File: src/rtl/uart_pkg.sv
// Shared definitions for the parametrised UART core: frame state encoding,
// oversampling constants and a counter-width helper.
package uart_pkg;

  typedef enum logic [2:0] {
    IDLE   = 3'd0,
    START  = 3'd1,
    DATA   = 3'd2,
    PARITY = 3'd3,
    STOP   = 3'd4
  } uart_state_e;

  localparam int OVERSAMPLE = 16;
  localparam int MID_SAMPLE = 8;
  localparam int PHASE_W    = $clog2(OVERSAMPLE);

  // Width of a counter that must hold 0..n-1 (at least one bit).
  function automatic int cnt_w(input int n);
    return (n <= 2) ? 1 : $clog2(n);
  endfunction

endpackage

File: src/rtl/uart_core_param_tick.sv
// Oversample tick generator: free-running counter that pulses tick for one
// clk when it reaches baud_div, then restarts from zero.
module uart_baud_tick #(
  parameter int DIV_W = 16
) (
  input  logic             clk,
  input  logic             rst,
  input  logic [DIV_W-1:0] baud_div,
  output logic             tick
);

  logic [DIV_W-1:0] cnt;

  assign tick = (cnt == baud_div);

  // Count up to baud_div and reload; baud_div = 0 gives a tick every clk.
  always_ff @(posedge clk or posedge rst) begin
    if (rst) begin
      cnt <= '0;
    end else if (tick) begin
      cnt <= '0;
    end else begin
      cnt <= cnt + DIV_W'(1);
    end
  end

endmodule

File: src/rtl/uart_core_param.sv
// Parametrised full-duplex UART core with 16x oversampling, valid/ready on
// both sides and RX error reporting.
// Optional feature: define UART_PARITY_EN to add one parity bit per frame
// (PARITY_ODD selects odd parity); without it rx_parity_err is tied low.
module uart_core_param
  import uart_pkg::*;
#(
  parameter int DATA_BITS  = 8,
  parameter int STOP_BITS  = 1,
`ifdef UART_PARITY_EN
  parameter bit PARITY_ODD = 1'b0,
`endif
  parameter int DIV_W      = 16
) (
  input  logic                 clk,
  input  logic                 rst,
  input  logic [DIV_W-1:0]     baud_div,
  input  logic                 tx_valid,
  input  logic [DATA_BITS-1:0] tx_data,
  output logic                 tx_ready,
  output logic                 tx,
  input  logic                 rx,
  output logic                 rx_valid,
  input  logic                 rx_ready,
  output logic [DATA_BITS-1:0] rx_data,
  output logic                 rx_frame_err,
  output logic                 rx_parity_err,
  output logic                 rx_overrun
);

  localparam int BIT_W = cnt_w(DATA_BITS);
  localparam logic [PHASE_W-1:0] PH_LAST  = PHASE_W'(OVERSAMPLE - 1);
  localparam logic [PHASE_W-1:0] PH_MID   = PHASE_W'(MID_SAMPLE - 1);
  localparam logic [BIT_W-1:0]   BIT_LAST = BIT_W'(DATA_BITS - 1);
  localparam logic               STOP_LAST = 1'(STOP_BITS - 1);

  logic tick;

  uart_baud_tick #(.DIV_W(DIV_W)) u_baud (
    .clk      (clk),
    .rst      (rst),
    .baud_div (baud_div),
    .tick     (tick)
  );

  // ---------------------------------------------------------------- TX ----
  uart_state_e          tx_state, tx_state_n;
  logic [PHASE_W-1:0]   tx_ph, tx_ph_n;
  logic [BIT_W-1:0]     tx_bit, tx_bit_n;
  logic                 tx_stop, tx_stop_n;
  logic [DATA_BITS-1:0] tx_shift, tx_shift_n;
  logic                 tx_pend, tx_pend_n;
`ifdef UART_PARITY_EN
  logic                 tx_par, tx_par_n;
`endif
  logic                 tx_end;

  assign tx_end = tick && (tx_ph == PH_LAST);

  // TX state and datapath registers.
  always_ff @(posedge clk or posedge rst) begin
    if (rst) begin
      tx_state <= IDLE;
      tx_ph    <= '0;
      tx_bit   <= '0;
      tx_stop  <= 1'b0;
      tx_shift <= '0;
      tx_pend  <= 1'b0;
`ifdef UART_PARITY_EN
      tx_par   <= 1'b0;
`endif
    end else begin
      tx_state <= tx_state_n;
      tx_ph    <= tx_ph_n;
      tx_bit   <= tx_bit_n;
      tx_stop  <= tx_stop_n;
      tx_shift <= tx_shift_n;
      tx_pend  <= tx_pend_n;
`ifdef UART_PARITY_EN
      tx_par   <= tx_par_n;
`endif
    end
  end

  // TX next state and line level. A word accepted in IDLE waits (pend) for the
  // next tick so every bit boundary lands on a tick; if the accepting clk is
  // itself a tick the start bit begins immediately.
  always_comb begin
    tx_state_n = tx_state;
    tx_ph_n    = tx_ph;
    tx_bit_n   = tx_bit;
    tx_stop_n  = tx_stop;
    tx_shift_n = tx_shift;
    tx_pend_n  = tx_pend;
`ifdef UART_PARITY_EN
    tx_par_n   = tx_par;
`endif
    tx_ready   = 1'b0;
    tx         = 1'b1;

    if (tx_state != IDLE && tick) begin
      tx_ph_n = (tx_ph == PH_LAST) ? '0 : tx_ph + PHASE_W'(1);
    end

    unique case (tx_state)
      IDLE: begin
        tx_ready = !tx_pend;
        if (tx_valid && !tx_pend) begin
          tx_shift_n = tx_data;
          tx_pend_n  = 1'b1;
`ifdef UART_PARITY_EN
          tx_par_n   = (^tx_data) ^ PARITY_ODD;
`endif
        end
        if (tick && (tx_pend || tx_valid)) begin
          tx_state_n = START;
          tx_ph_n    = '0;
          tx_pend_n  = 1'b0;
        end
      end
      START: begin
        tx = 1'b0;
        if (tx_end) begin
          tx_state_n = DATA;
          tx_bit_n   = '0;
        end
      end
      DATA: begin
        tx = tx_shift[0];
        if (tx_end) begin
          if (tx_bit == BIT_LAST) begin
`ifdef UART_PARITY_EN
            tx_state_n = PARITY;
`else
            tx_state_n = STOP;
`endif
            tx_stop_n = 1'b0;
          end else begin
            tx_bit_n   = tx_bit + BIT_W'(1);
            tx_shift_n = tx_shift >> 1;
          end
        end
      end
`ifdef UART_PARITY_EN
      PARITY: begin
        tx = tx_par;
        if (tx_end) begin
          tx_state_n = STOP;
          tx_stop_n  = 1'b0;
        end
      end
`endif
      STOP: begin
        tx = 1'b1;
        if (tx_end) begin
          if (tx_stop == STOP_LAST) begin
            tx_state_n = IDLE;
          end else begin
            tx_stop_n = tx_stop + 1'b1;
          end
        end
      end
      default: tx_state_n = IDLE;
    endcase
  end

  // ---------------------------------------------------------------- RX ----
  logic rx_meta, rx_sync, rx_last;
  logic rx_fall;

  // Two-flop synchronizer plus one delayed copy for falling-edge detection.
  always_ff @(posedge clk or posedge rst) begin
    if (rst) begin
      rx_meta <= 1'b1;
      rx_sync <= 1'b1;
      rx_last <= 1'b1;
    end else begin
      rx_meta <= rx;
      rx_sync <= rx_meta;
      rx_last <= rx_sync;
    end
  end

  assign rx_fall = rx_last && !rx_sync;

  uart_state_e          rx_state, rx_state_n;
  logic [PHASE_W-1:0]   rx_ph, rx_ph_n;
  logic [BIT_W-1:0]     rx_bit, rx_bit_n;
  logic [DATA_BITS-1:0] rx_shift, rx_shift_n;
`ifdef UART_PARITY_EN
  logic                 rx_par, rx_par_n;
`endif
  logic                 rx_mid, rx_end, rx_done;

  assign rx_mid = tick && (rx_ph == PH_MID);
  assign rx_end = tick && (rx_ph == PH_LAST);

  // RX state and shift registers.
  always_ff @(posedge clk or posedge rst) begin
    if (rst) begin
      rx_state <= IDLE;
      rx_ph    <= '0;
      rx_bit   <= '0;
      rx_shift <= '0;
`ifdef UART_PARITY_EN
      rx_par   <= 1'b0;
`endif
    end else begin
      rx_state <= rx_state_n;
      rx_ph    <= rx_ph_n;
      rx_bit   <= rx_bit_n;
      rx_shift <= rx_shift_n;
`ifdef UART_PARITY_EN
      rx_par   <= rx_par_n;
`endif
    end
  end

  // RX next state: the phase counter restarts on the start edge, each bit is
  // sampled once at its mid tick, and the frame closes at the stop sample so
  // the next start edge can be caught without waiting for the bit end.
  always_comb begin
    rx_state_n = rx_state;
    rx_ph_n    = rx_ph;
    rx_bit_n   = rx_bit;
    rx_shift_n = rx_shift;
`ifdef UART_PARITY_EN
    rx_par_n   = rx_par;
`endif
    rx_done    = 1'b0;

    if (rx_state != IDLE && tick) begin
      rx_ph_n = (rx_ph == PH_LAST) ? '0 : rx_ph + PHASE_W'(1);
    end

    unique case (rx_state)
      IDLE: begin
        if (rx_fall) begin
          rx_state_n = START;
          rx_ph_n    = '0;
        end
      end
      START: begin
        if (rx_mid && rx_sync) begin
          rx_state_n = IDLE;
        end else if (rx_end) begin
          rx_state_n = DATA;
          rx_bit_n   = '0;
        end
      end
      DATA: begin
        if (rx_mid) begin
          rx_shift_n = {rx_sync, rx_shift[DATA_BITS-1:1]};
        end
        if (rx_end) begin
          if (rx_bit == BIT_LAST) begin
`ifdef UART_PARITY_EN
            rx_state_n = PARITY;
`else
            rx_state_n = STOP;
`endif
          end else begin
            rx_bit_n = rx_bit + BIT_W'(1);
          end
        end
      end
`ifdef UART_PARITY_EN
      PARITY: begin
        if (rx_mid) begin
          rx_par_n = rx_sync;
        end
        if (rx_end) begin
          rx_state_n = STOP;
        end
      end
`endif
      STOP: begin
        if (rx_mid) begin
          rx_done    = 1'b1;
          rx_state_n = IDLE;
        end
      end
      default: rx_state_n = IDLE;
    endcase
  end

  // Delivery: a completed word always lands (even with a bad stop bit); if the
  // previous word is still unread and not being taken, flag an overrun.
  always_ff @(posedge clk or posedge rst) begin
    if (rst) begin
      rx_valid      <= 1'b0;
      rx_data       <= '0;
      rx_frame_err  <= 1'b0;
      rx_overrun    <= 1'b0;
`ifdef UART_PARITY_EN
      rx_parity_err <= 1'b0;
`endif
    end else begin
      rx_overrun <= 1'b0;
      if (rx_done) begin
        rx_data       <= rx_shift;
        rx_frame_err  <= !rx_sync;
`ifdef UART_PARITY_EN
        rx_parity_err <= rx_par != ((^rx_shift) ^ PARITY_ODD);
`endif
        rx_valid      <= 1'b1;
        rx_overrun    <= rx_valid && !rx_ready;
      end else if (rx_valid && rx_ready) begin
        rx_valid <= 1'b0;
      end
    end
  end

`ifndef UART_PARITY_EN
  assign rx_parity_err = 1'b0;
`endif

endmodule

File: config.mk
export PLATFORM = sky130hd
export DESIGN_NAME = uart_core_param
export DESIGN_NICKNAME = d
export VERILOG_FILES = /design/src/rtl/uart_pkg.sv /design/src/rtl/uart_core_param_tick.sv /design/src/rtl/uart_core_param.sv
export SDC_FILE = /design/constraint.sdc
export NUM_CORES = 1
export LEC_CHECK = 0
export ABC_AREA = 1
export CELL_PAD_IN_SITES_DETAIL_PLACEMENT = 1
export CELL_PAD_IN_SITES_GLOBAL_PLACEMENT = 1
export CORE_ASPECT_RATIO = 0.7
export CORE_UTILIZATION = 39
export CTS_BUF_LIST = sky130_fd_sc_hd__clkbuf_4
export DETAILED_ROUTE_END_ITERATION = 6
export GPL_TIMING_DRIVEN = 0
export MAX_ROUTING_LAYER = met4
export PLACE_DENSITY_LB_ADDON = 0.1
export SLEW_MARGIN = 40
export SYNTH_ARGS = -nofsm -noshare
export SYNTH_HDL_FRONTEND = slang
export SYNTH_HIERARCHICAL = 1
export SYNTH_SLANG_ARGS = --single-unit
File: constraint.sdc
create_clock -name clk -period 1.7 [get_ports clk]
set_input_delay 0.255 -clock clk [delete_from_list [all_inputs] [get_ports clk]]
set_output_delay 0.255 -clock clk [all_outputs]
set_load 0.02 [all_outputs]
==> reports/summary.txt <==
Run status: complete, but fails checks
Failing checks: setup timing
WS Path Type: reg2reg
CTS Buf Count: 9
Dominant cell type by area after synthesis: dfrtp_1
Maximum clock frequency: 497.5 MHz
Clock sinks: 67
Period utilization: 118.2%
DR iter-0 viols: 138
Crit path buf inv count: 4
WP data arrival: 2400 ps
Crit Path Max Fanout: 6
Syn_nets: 508
Pwr Density: 924.6 nW/um2
CTS tree: done
Share of cells above drive strength 1: 30.39%
Worst hold slack: 76.32 ps
Syn avg cell area: 7.809 um2
Die ar.: 9850 um2
Worst Skew: 10.69 ps
Cells after Synth: 472
Setup Viol. Count Final: 48
Synthesized flop and latch total: 67
Leakage power: 2.556 nW
Clock Pin Slew Worst Setup and Hold Paths: 120 ps
Vias: 3371
Root Buffer: clkbuf_4
Worst Tran Pin Value: 705.6 ps
Rows: 29
Worst slack at placement: -937.1 ps
First-pass detailed-route iteration total: 4
Congestion Overflow GR: 0
Area Overhead vs Synth: 39.55%
Final Max Slew Viols: 0
RSZ-0062 raised after global routing: yes
Peak supply drop: 0.0006119 V
Post-synth cell types: 33
Global placement routability congestion: 0.7796
Starting Density: 40.47%
Post-DR wirelength/cell: 15.34 um
# fillers: 1097
Largest net degree at the start of global routing: 39
Htree depth: 3
Seq/Total Area, Yosys: 45.59%
DRC: 0
Routed Antenna Nets: 0
Worst Hold Class: in2async
Hold Buf Count CTS: 0
Port buffer count: 41
Nets: 597
Critical Path Max Stage Delay: 440 ps
Startpoint types: flip-flop
Min Tclk post-route: 2010 ps
Max Buffers Root-to-Sink: 2
Critical path origin: u_baud/cnt[12]
Vias per inst: 4.886
Number of global-route vias before repair: 3427
Ranking of synthesized cells by area: dfrtp_1 43%, nand2_1 14%, inv_1 7.6%
Worst path slowest cell: dfrtp_1
Length in cells of the worst reg-to-reg path: 14
WP data required: 2090 ps
Placeable Area: 9107 um2
Crit-path leading delay family: simple AND/OR/NAND/NOR gates
Mapped Area: 3686 um2
Dpl hpwl: 6482 um
CP Capture Type: flip-flop
DIE WIDTH: 118.2 um
Critical path capture point: rx_data[4]
Synth top area share: 43.45%
Initial antenna violation count: 0
Max-cap viol count: 0
Hold Fails Final Rpt: 0
FF-to-FF End: rx_data[4]
Total of warnings raised by yosys: 6
Reg2Reg Launch Point: u_baud/cnt[12]
Clk_lat worst skew: 450 ps
Register-to-Register Setup Slack: -310 ps
Worst path cell trace: inv_2 -> nand2_2 -> nand2_1 -> nor2_2 -> nand2_2 -> nor2_4 -> and2_4 -> inv_6 -> nor2_4 -> nand2_4 -> clkinv_8 -> nand2_8 -> clkbuf_16 -> o21ai_2
Normalized max-slew margin: 52.70%
I/O pins: 43
CP Depth: 14
First-pass GRT wire length: 16380 um
Tot GR Track Use: 21.85%
# diodes: 0
Final worst slack: -310.2 ps
Final WL: 10590 um
Die H: 83.34 um
[metal layers]
layer / vias up / global-route usage (%) / routed length, um
met5: - / - / 0
met3: 14 / 5.426 / 358
met1: 1654 / 28.62 / 5022
li1: 1655 / - / -
met4: 0 / 5.944 / 112
met2: 48 / 33.69 / 5092
[cells in the mapped netlist (all sizes together)]
cell	instances
nand2	146
inv	80
dfrtp	64
o21ai	57
nor2	37
a21oi	23
nand3	17
xor2	9
buf	8
ha	7
nand4	7
nor3	6
dfstp	3
and2	1
and3	1
clkbuf	1
clkinv	1
conb	1
o211ai	1
or2	1
xnor2	1
[cell type report]
cell class | instances | area [um2] | area share, %
sequential | 67 | 1685 | 32.77
clock inverter | 7 | 68.82 | 1.338
inverter | 81 | 324.1 | 6.300
multi-input combinational | 316 | 1934 | 37.61
clock buffer | 9 | 67.56 | 1.314
timing repair buffer | 78 | 802.0 | 15.59
buffer | 8 | 106.4 | 2.068
tap | 124 | 155.1 | 3.016
[timing repair]
item                       CTS  global route
setup buffers               19            14
pin swaps                   14            12
setup endpoints to repair   60            53
cloned                       2             2
resized for setup           67            72
[worst min-delay path by stage]
stage / endpoint / slack, ps / depth (start not counted)
5_1_grt: tx_pend / 70 / 2
6_report: tx_pend / 80 / 2
4_1_cts: tx_shift[6] / 50 / 2
3_5_place_dp: rx_sync / 350 / 0
2_1_floorplan: u_baud/cnt[0] / 170 / 1
3_3_place_gp: rx_sync / 350 / 0
[metrics by stage]
stage	power, mW	cells	setup TNS [ps]	instance area (um2)	util, %
3_5_place_dp	3.370	638	-39430	4293	47.14
4_1_cts	4.604	675	-8340	4733	51.97
5_1_grt	5.099	690	-14890	5144	56.48
2_1_floorplan	2.996	472	-2043	3705	-
6_report	4.756	690	-11160	5144	56.48
3_3_place_gp	3.295	637	-81690	4270	46.89
[kinds of logic after synthesis]
logic type	Yosys count	share of synthesized area (%)
buffers and inverters	90	10.62
and+or+nand+nor	216	26.00
xor gates and xnor gates	10	2.376
adders and majority gates	7	2.376
other	1	0.1017
AOI/OAI and AO/OA	81	12.93
DFF	67	45.59
[where the power goes]
part,internal (mW),switching (mW)
sequential,1.88,0.240
combinational,0.667,0.887
clock,0.441,0.639
[worst reg2reg max path: cells and delay by family, from the launching register on]
kind | cells | cell delay (ps)
compound gates | 1 | 110
buf+inv | 4 | 410
simple gates | 9 | 1020
flops | 1 | 440
[sequential cells by signal, indices dropped and copies added, names as in the netlist, 3 cells and up]
| register | cells |
|---|---|
| rx_bit | 3 |
| rx_data | 8 |
| rx_ph | 4 |
| rx_shift | 8 |
| rx_state | 3 |
| tx_bit | 3 |
| tx_ph | 4 |
| tx_shift | 8 |
| tx_state | 3 |
| u_baud/cnt | 16 |
[placed cells by master (no fill, tap or decap), types with 2 or more instances in the layout]
master	n
nand3_1	11
buf_8	3
nand3_2	5
o21ai_0	16
nor3_2	2
buf_4	26
clkinv_2	3
nor2_1	23
o21ai_4	2
ha_1	7
clkinvlp_4	2
dlygate4sd2_1	10
nand2_2	14
nor2_2	7
dfrtp_1	60
inv_2	9
nand2_8	4
nand2_4	14
o21ai_2	25
clkdlybuf4s50_1	29
nor3_1	4
buf_6	10
dfrtp_2	4
o21ai_1	14
clkbuf_16	2
a21oi_2	5
nor2_4	7
nand4_1	7
nand2_1	115
clkbuf_4	9
inv_1	69
a21oi_1	18
dfstp_2	3
xor2_1	9
buf_12	5
Power figures use the tool's default switching activity.
